## src/rtl/reg_bank_if.sv

```systemverilog
// Register-file access bundle: one write port and two read ports.
// The decode/writeback side uses master; the register file uses slave.
interface reg_bank_if #(
    parameter int unsigned DATA_W = 32,
    parameter int unsigned ADDR_W = 5
);
    logic              write;
    logic [ADDR_W-1:0] dr;
    logic [DATA_W-1:0] wrdata;
    logic [ADDR_W-1:0] rs1;
    logic [ADDR_W-1:0] rs2;
    logic [DATA_W-1:0] rdata1;
    logic [DATA_W-1:0] rdata2;

    modport master (
        output write, dr, wrdata, rs1, rs2,
        input  rdata1, rdata2
    );

    modport slave (
        input  write, dr, wrdata, rs1, rs2,
        output rdata1, rdata2
    );
endinterface

```

## src/rtl/reg_bank.sv

```systemverilog
// 32x32 general-purpose register file: two combinational read ports, one clocked write port.
// Optional macro ZERO_REG_EN hardwires register 0 to zero (writes to it dropped, reads return 0).
module reg_bank #(
    parameter int unsigned DATA_W = 32,
    parameter int unsigned ADDR_W = 5
) (
    input  logic        clock,
    input  logic        reset,
    reg_bank_if.slave   bus
);
    localparam int unsigned DEPTH = 1 << ADDR_W;

    logic [DATA_W-1:0] regs [DEPTH];
    logic              wr_en;

`ifdef ZERO_REG_EN
    assign wr_en = bus.write && (bus.dr != '0);
`else
    assign wr_en = bus.write;
`endif

    // Reset clears every word and dominates any write on the same edge.
    always_ff @(posedge clock or posedge reset) begin
        if (reset) begin
            for (int unsigned i = 0; i < DEPTH; i++) begin
                regs[i] <= '0;
            end
        end else if (wr_en) begin
            regs[bus.dr] <= bus.wrdata;
        end
    end

    // Reads see the stored contents only; a same-cycle write appears after the edge.
`ifdef ZERO_REG_EN
    assign bus.rdata1 = (bus.rs1 == '0) ? '0 : regs[bus.rs1];
    assign bus.rdata2 = (bus.rs2 == '0) ? '0 : regs[bus.rs2];
`else
    assign bus.rdata1 = regs[bus.rs1];
    assign bus.rdata2 = regs[bus.rs2];
`endif
endmodule

```

## src/flat_wrapper.sv

```systemverilog
// flat-port wrapper written by rule: the top's interface ports become plain ports
module reg_bank_flat 
#(
    parameter int unsigned DATA_W = 32,
    parameter int unsigned ADDR_W = 5
)
  (clock, reset, bus_write, bus_dr, bus_wrdata, bus_rs1, bus_rs2, bus_rdata1, bus_rdata2);
  reg_bank_if #(.DATA_W(DATA_W), .ADDR_W(ADDR_W)) bus_i ();
  input  logic clock;
  input  logic reset;
  input wire logic [$bits(bus_i.write)-1:0] bus_write;
  input wire logic [$bits(bus_i.dr)-1:0] bus_dr;
  input wire logic [$bits(bus_i.wrdata)-1:0] bus_wrdata;
  input wire logic [$bits(bus_i.rs1)-1:0] bus_rs1;
  input wire logic [$bits(bus_i.rs2)-1:0] bus_rs2;
  output wire logic [$bits(bus_i.rdata1)-1:0] bus_rdata1;
  output wire logic [$bits(bus_i.rdata2)-1:0] bus_rdata2;
  assign bus_i.write = bus_write;
  assign bus_i.dr = bus_dr;
  assign bus_i.wrdata = bus_wrdata;
  assign bus_i.rs1 = bus_rs1;
  assign bus_i.rs2 = bus_rs2;
  assign bus_rdata1 = bus_i.rdata1;
  assign bus_rdata2 = bus_i.rdata2;
  reg_bank #(.DATA_W(DATA_W), .ADDR_W(ADDR_W)) u_core (.clock(clock), .reset(reset), .bus(bus_i));
endmodule
```

## config.mk

```make
export PLATFORM = sky130hd
export DESIGN_NAME = reg_bank_flat
export DESIGN_NICKNAME = d
export VERILOG_FILES = /design/src/rtl/reg_bank_if.sv /design/src/rtl/reg_bank.sv /design/src/flat_wrapper.sv
export SDC_FILE = /design/constraint.sdc
export NUM_CORES = 2
export LEC_CHECK = 0
export CORE_MARGIN = 5
export CORE_UTILIZATION = 30
export DETAILED_ROUTE_END_ITERATION = 16
export HOLD_SLACK_MARGIN = 0.15
export PLACE_DENSITY = 0.47
export SLEW_MARGIN = 20
export SYNTH_ARGS = -nofsm -noshare
export SYNTH_HDL_FRONTEND = slang
export SYNTH_SLANG_ARGS = --single-unit
```

## constraint.sdc

```tcl
create_clock -name clock -period 45.7 [get_ports clock]
set_input_delay 9.14 -clock clock [delete_from_list [all_inputs] [get_ports clock]]
set_output_delay 9.14 -clock clock [all_outputs]
set_load 0.02 [all_outputs]
```

==> summary.txt <==
STA
  – Count of final hold-check violations: 0
  – Fin crit share: 0.513
  – RSZ-0062 raised after global routing: no
  – Setup-failing EPs final: 0
  – Worst-Margin Slew: 1.19 ns
  – Max Slew Vio Count: 0
  – Setup TNS Final: 0 ns
  – Achievable Freq: 0.0427 GHz
  – Final min period: 23.44 ns
  – Post-route setup slack: 22.26 ns
  – Slew headroom: 0.208
  – Clock skew: 0 ns

Detailed routing
  – DR vias: 38408
  – DRC marker count from the first detailed-route iteration: 2558
  – Final routed DRC violation total: 0
  – Vias/cell: 5.43
  – Final wirelength: 201000 µm
  – Avg WL per Cell: 28.4 µm
  – First-pass iteration count of the detailed router: 7
  – Antenna viol nets, final: 0

Final layout
  – Top reg by flops: u_core.regs
  – Post-Layout Cell Count: 7069
  – Largest regs: u_core.regs (1024)
  – Final nets: 4527
  – Number of flip-flops in the largest register: 1024
  – Layout cell share with drive strength beyond 1: 0.291
  – Finished Core Util: 0.335
  – Area growth from synthesis to layout: 11.4%
  – Most frequent cells in the layout: mux2i_1, dfrtp_1, mux2_2

Floorplan
  – Initial Util: 0.301
  – Die Wd: 443 µm
  – DIE AREA: 0.196 mm²
  – Core ar.: 0.187 mm²
  – Chip height: 443 µm
  – Row count: 159
  – Ports: 114

Hold path
  – Hold path cells: 1
  – Worst Min Path Start: u_core.regs[352]$_DFFE_PP0P_
  – Hold Path Class: flip-flop to flip-flop
  – Min-Delay Endpoint: u_core.regs[352]$_DFFE_PP0P_

Critical path
  – CP max stage cell: buf_4
  – R2R Setup Slk: 44.90 ns
  – Reg2reg path depth: 1
  – CP required: 36.56 ns
  – Critical R2R Launch: u_core.regs[346]$_DFFE_PP0P_
  – Critical Path Max Stage Delay: 0.98 ns
  – Critical Path Fanout Max: 58
  – CP cell instances: clkdlybuf4s50_1 > nor2b_4 > buf_4 > buf_4 > a22o_1 > nor3_1 > a31oi_1 > nand3_1 > clkdlybuf4s50_1
  – Reg2Reg Capture Point: u_core.regs[346]$_DFFE_PP0P_
  – Crit Path Class: input pin to output pin
  – Type of destination of the critical path: output pin
  – CP Launch Type: input pin
  – Worst Path Arrival: 14.30 ns

Placed design
  – Placed cells: 6854
  – Buffers on Ports: 113
  – Pre-CTS WS: 22.31 ns
  – Gpl congestion: 0.724
  – HPWL after DPL: 100000 µm

Clock network
  – Hold buffers post-CTS: 0
  – Post-CTS setup buffers: 0
  – Clock Sinks: 1024
  – Clock tree buffer depth: 3
  – Clk_lat worst skew: 0.74 ns
  – Htree depth: 3
  – Clock root buffer: clkbuf_16
  – CTS tree: yes
  – Cts bufs inserted: 116
  – Post-CTS resize count: 0
  – Clk slew on worst S/H paths: 0.06 ns

Pwr
  – Pleak: 28.8 nW
  – Total Power: 2.71 mW
  – Power Density: 43.2 mW/mm²
  – Peak VDD IR: 0.0337 mV

Logic synthesis
  – Main synth FF type: dfrtp_1
  – Mapped Cells: 4606
  – EDFF count, synth: 0
  – Ys async rst share: 1.00
  – Post-Syn Area: 0.0563 mm²
  – Ys Warns: 0
  – Avg Cell Area, Syn: 12.2 µm²
  – Seq/Total Area, Yosys: 0.455
  – Yosys cell types: 30
  – Seq cells post-synth: 1024
  – Post-synthesis net count: 4656

Run status
  – Outcome: finished, final reports clean

GRT
  – Largest net degree at the start of global routing: 157
  – Overflow left after global routing: 0
  – Vias in the first global route: 39488
  – Total global-route track usage: 0.199
  – Initial antenna violation count: 11
  – First-pass GRT wire length: 290000 µm

Run
  – Max cap viols: 0
## cell families after synthesis
kind of cell / share of synthesized area
compound gates: 0.0697
buf+inv: 0.0439
flops: 0.455
mux: 0.387
simple gates: 0.0438
## routing by layer
| metal | wire length (µm) | global-route usage | share of wire | vias to the layer above |
|---|---|---|---|---|
| li1 | - | - | - | 16746 |
| met1 | 88500 | 0.260 | 0.44 | 20551 |
| met2 | 98800 | 0.344 | 0.49 | 848 |
| met3 | 7700 | 0.0269 | 0.038 | 263 |
| met4 | 5700 | 0.0531 | 0.028 | 0 |
| met5 | 0 | 0 | 0 | - |
## stage by stage
step           hold WS [ns]  cell area [µm²]
5_1_grt               0.521            62700
4_1_cts               0.514            62700
6_report              0.516            62700
2_1_floorplan         0.479            56300
3_5_place_dp          0.501            58900
3_3_place_gp          0.490            58900
## report_power, final
part	internal, mW	switching (mW)	total [mW]	leakage [nW]
registers	1.09	0.130	1.21	13.1
logic	0.277	0.258	0.534	13.8
clock network	0.557	0.401	0.957	1.91
## critical path, delay by kind of cell
family | cells | cell delay, ns
buffers and inverters | 4 | 3.18
and+or+nand+nor | 3 | 1.19
AOI/OAI and AO/OA | 2 | 0.74
## cell usage after synthesis, types with 2 or more instances
library cell / number / share of area
a21oi_1: 192 / 0.017
nand3_1: 194 / 0.017
nor2_4: 16 / 0.0032
dfrtp_1: 1024 / 0.46
buf_6: 56 / 0.011
buf_4: 62 / 0.0083
buf_2: 110 / 0.0098
a31oi_1: 64 / 0.0071
nor2_1: 3 / 0.00020
mux2_1: 36 / 0.0072
and2_1: 2 / 0.00022
nor3b_2: 3 / 0.00067
nor2b_1: 4 / 0.00044
nand2_1: 211 / 0.014
mux2_2: 988 / 0.20
nand2b_1: 4 / 0.00044
a22o_1: 128 / 0.020
or2_2: 3 / 0.00033
mux2i_1: 1024 / 0.18
clkbuf_1: 189 / 0.013
nor3_1: 65 / 0.0058
buf_1: 26 / 0.0017
nand3b_1: 4 / 0.00053
a22oi_1: 192 / 0.026
## how the worst max path moves through the flow
stage               start                         end  slack, ns  depth (start not counted)
2_1_floorplan       reset  u_core.regs[0]$_DFFE_PP0P_       7.74                          1
3_3_place_gp   bus_rs2[0]              bus_rdata2[10]      22.31                          9
3_5_place_dp   bus_rs2[0]              bus_rdata2[10]      22.31                          9
4_1_cts        bus_rs2[0]              bus_rdata2[10]      22.29                          9
5_1_grt        bus_rs2[0]              bus_rdata2[10]      22.25                          9
6_report       bus_rs2[0]              bus_rdata2[10]      22.26                          9
## layout make-up
| cell class | instances | area (µm²) |
|---|---|---|
| fillers | 18637 | 125000 |
| multi-input cells | 3137 | 28300 |
| flip-flops and latches | 1024 | 25600 |
| clock buffers | 177 | 3500 |
| well taps | 2495 | 3120 |
| repair buffers | 197 | 1790 |
| clock inverters | 35 | 342 |
| inverters | 1 | 16.3 |
| diodes | 3 | 7.51 |
No activity file was read; power rests on OpenSTA's default activity.
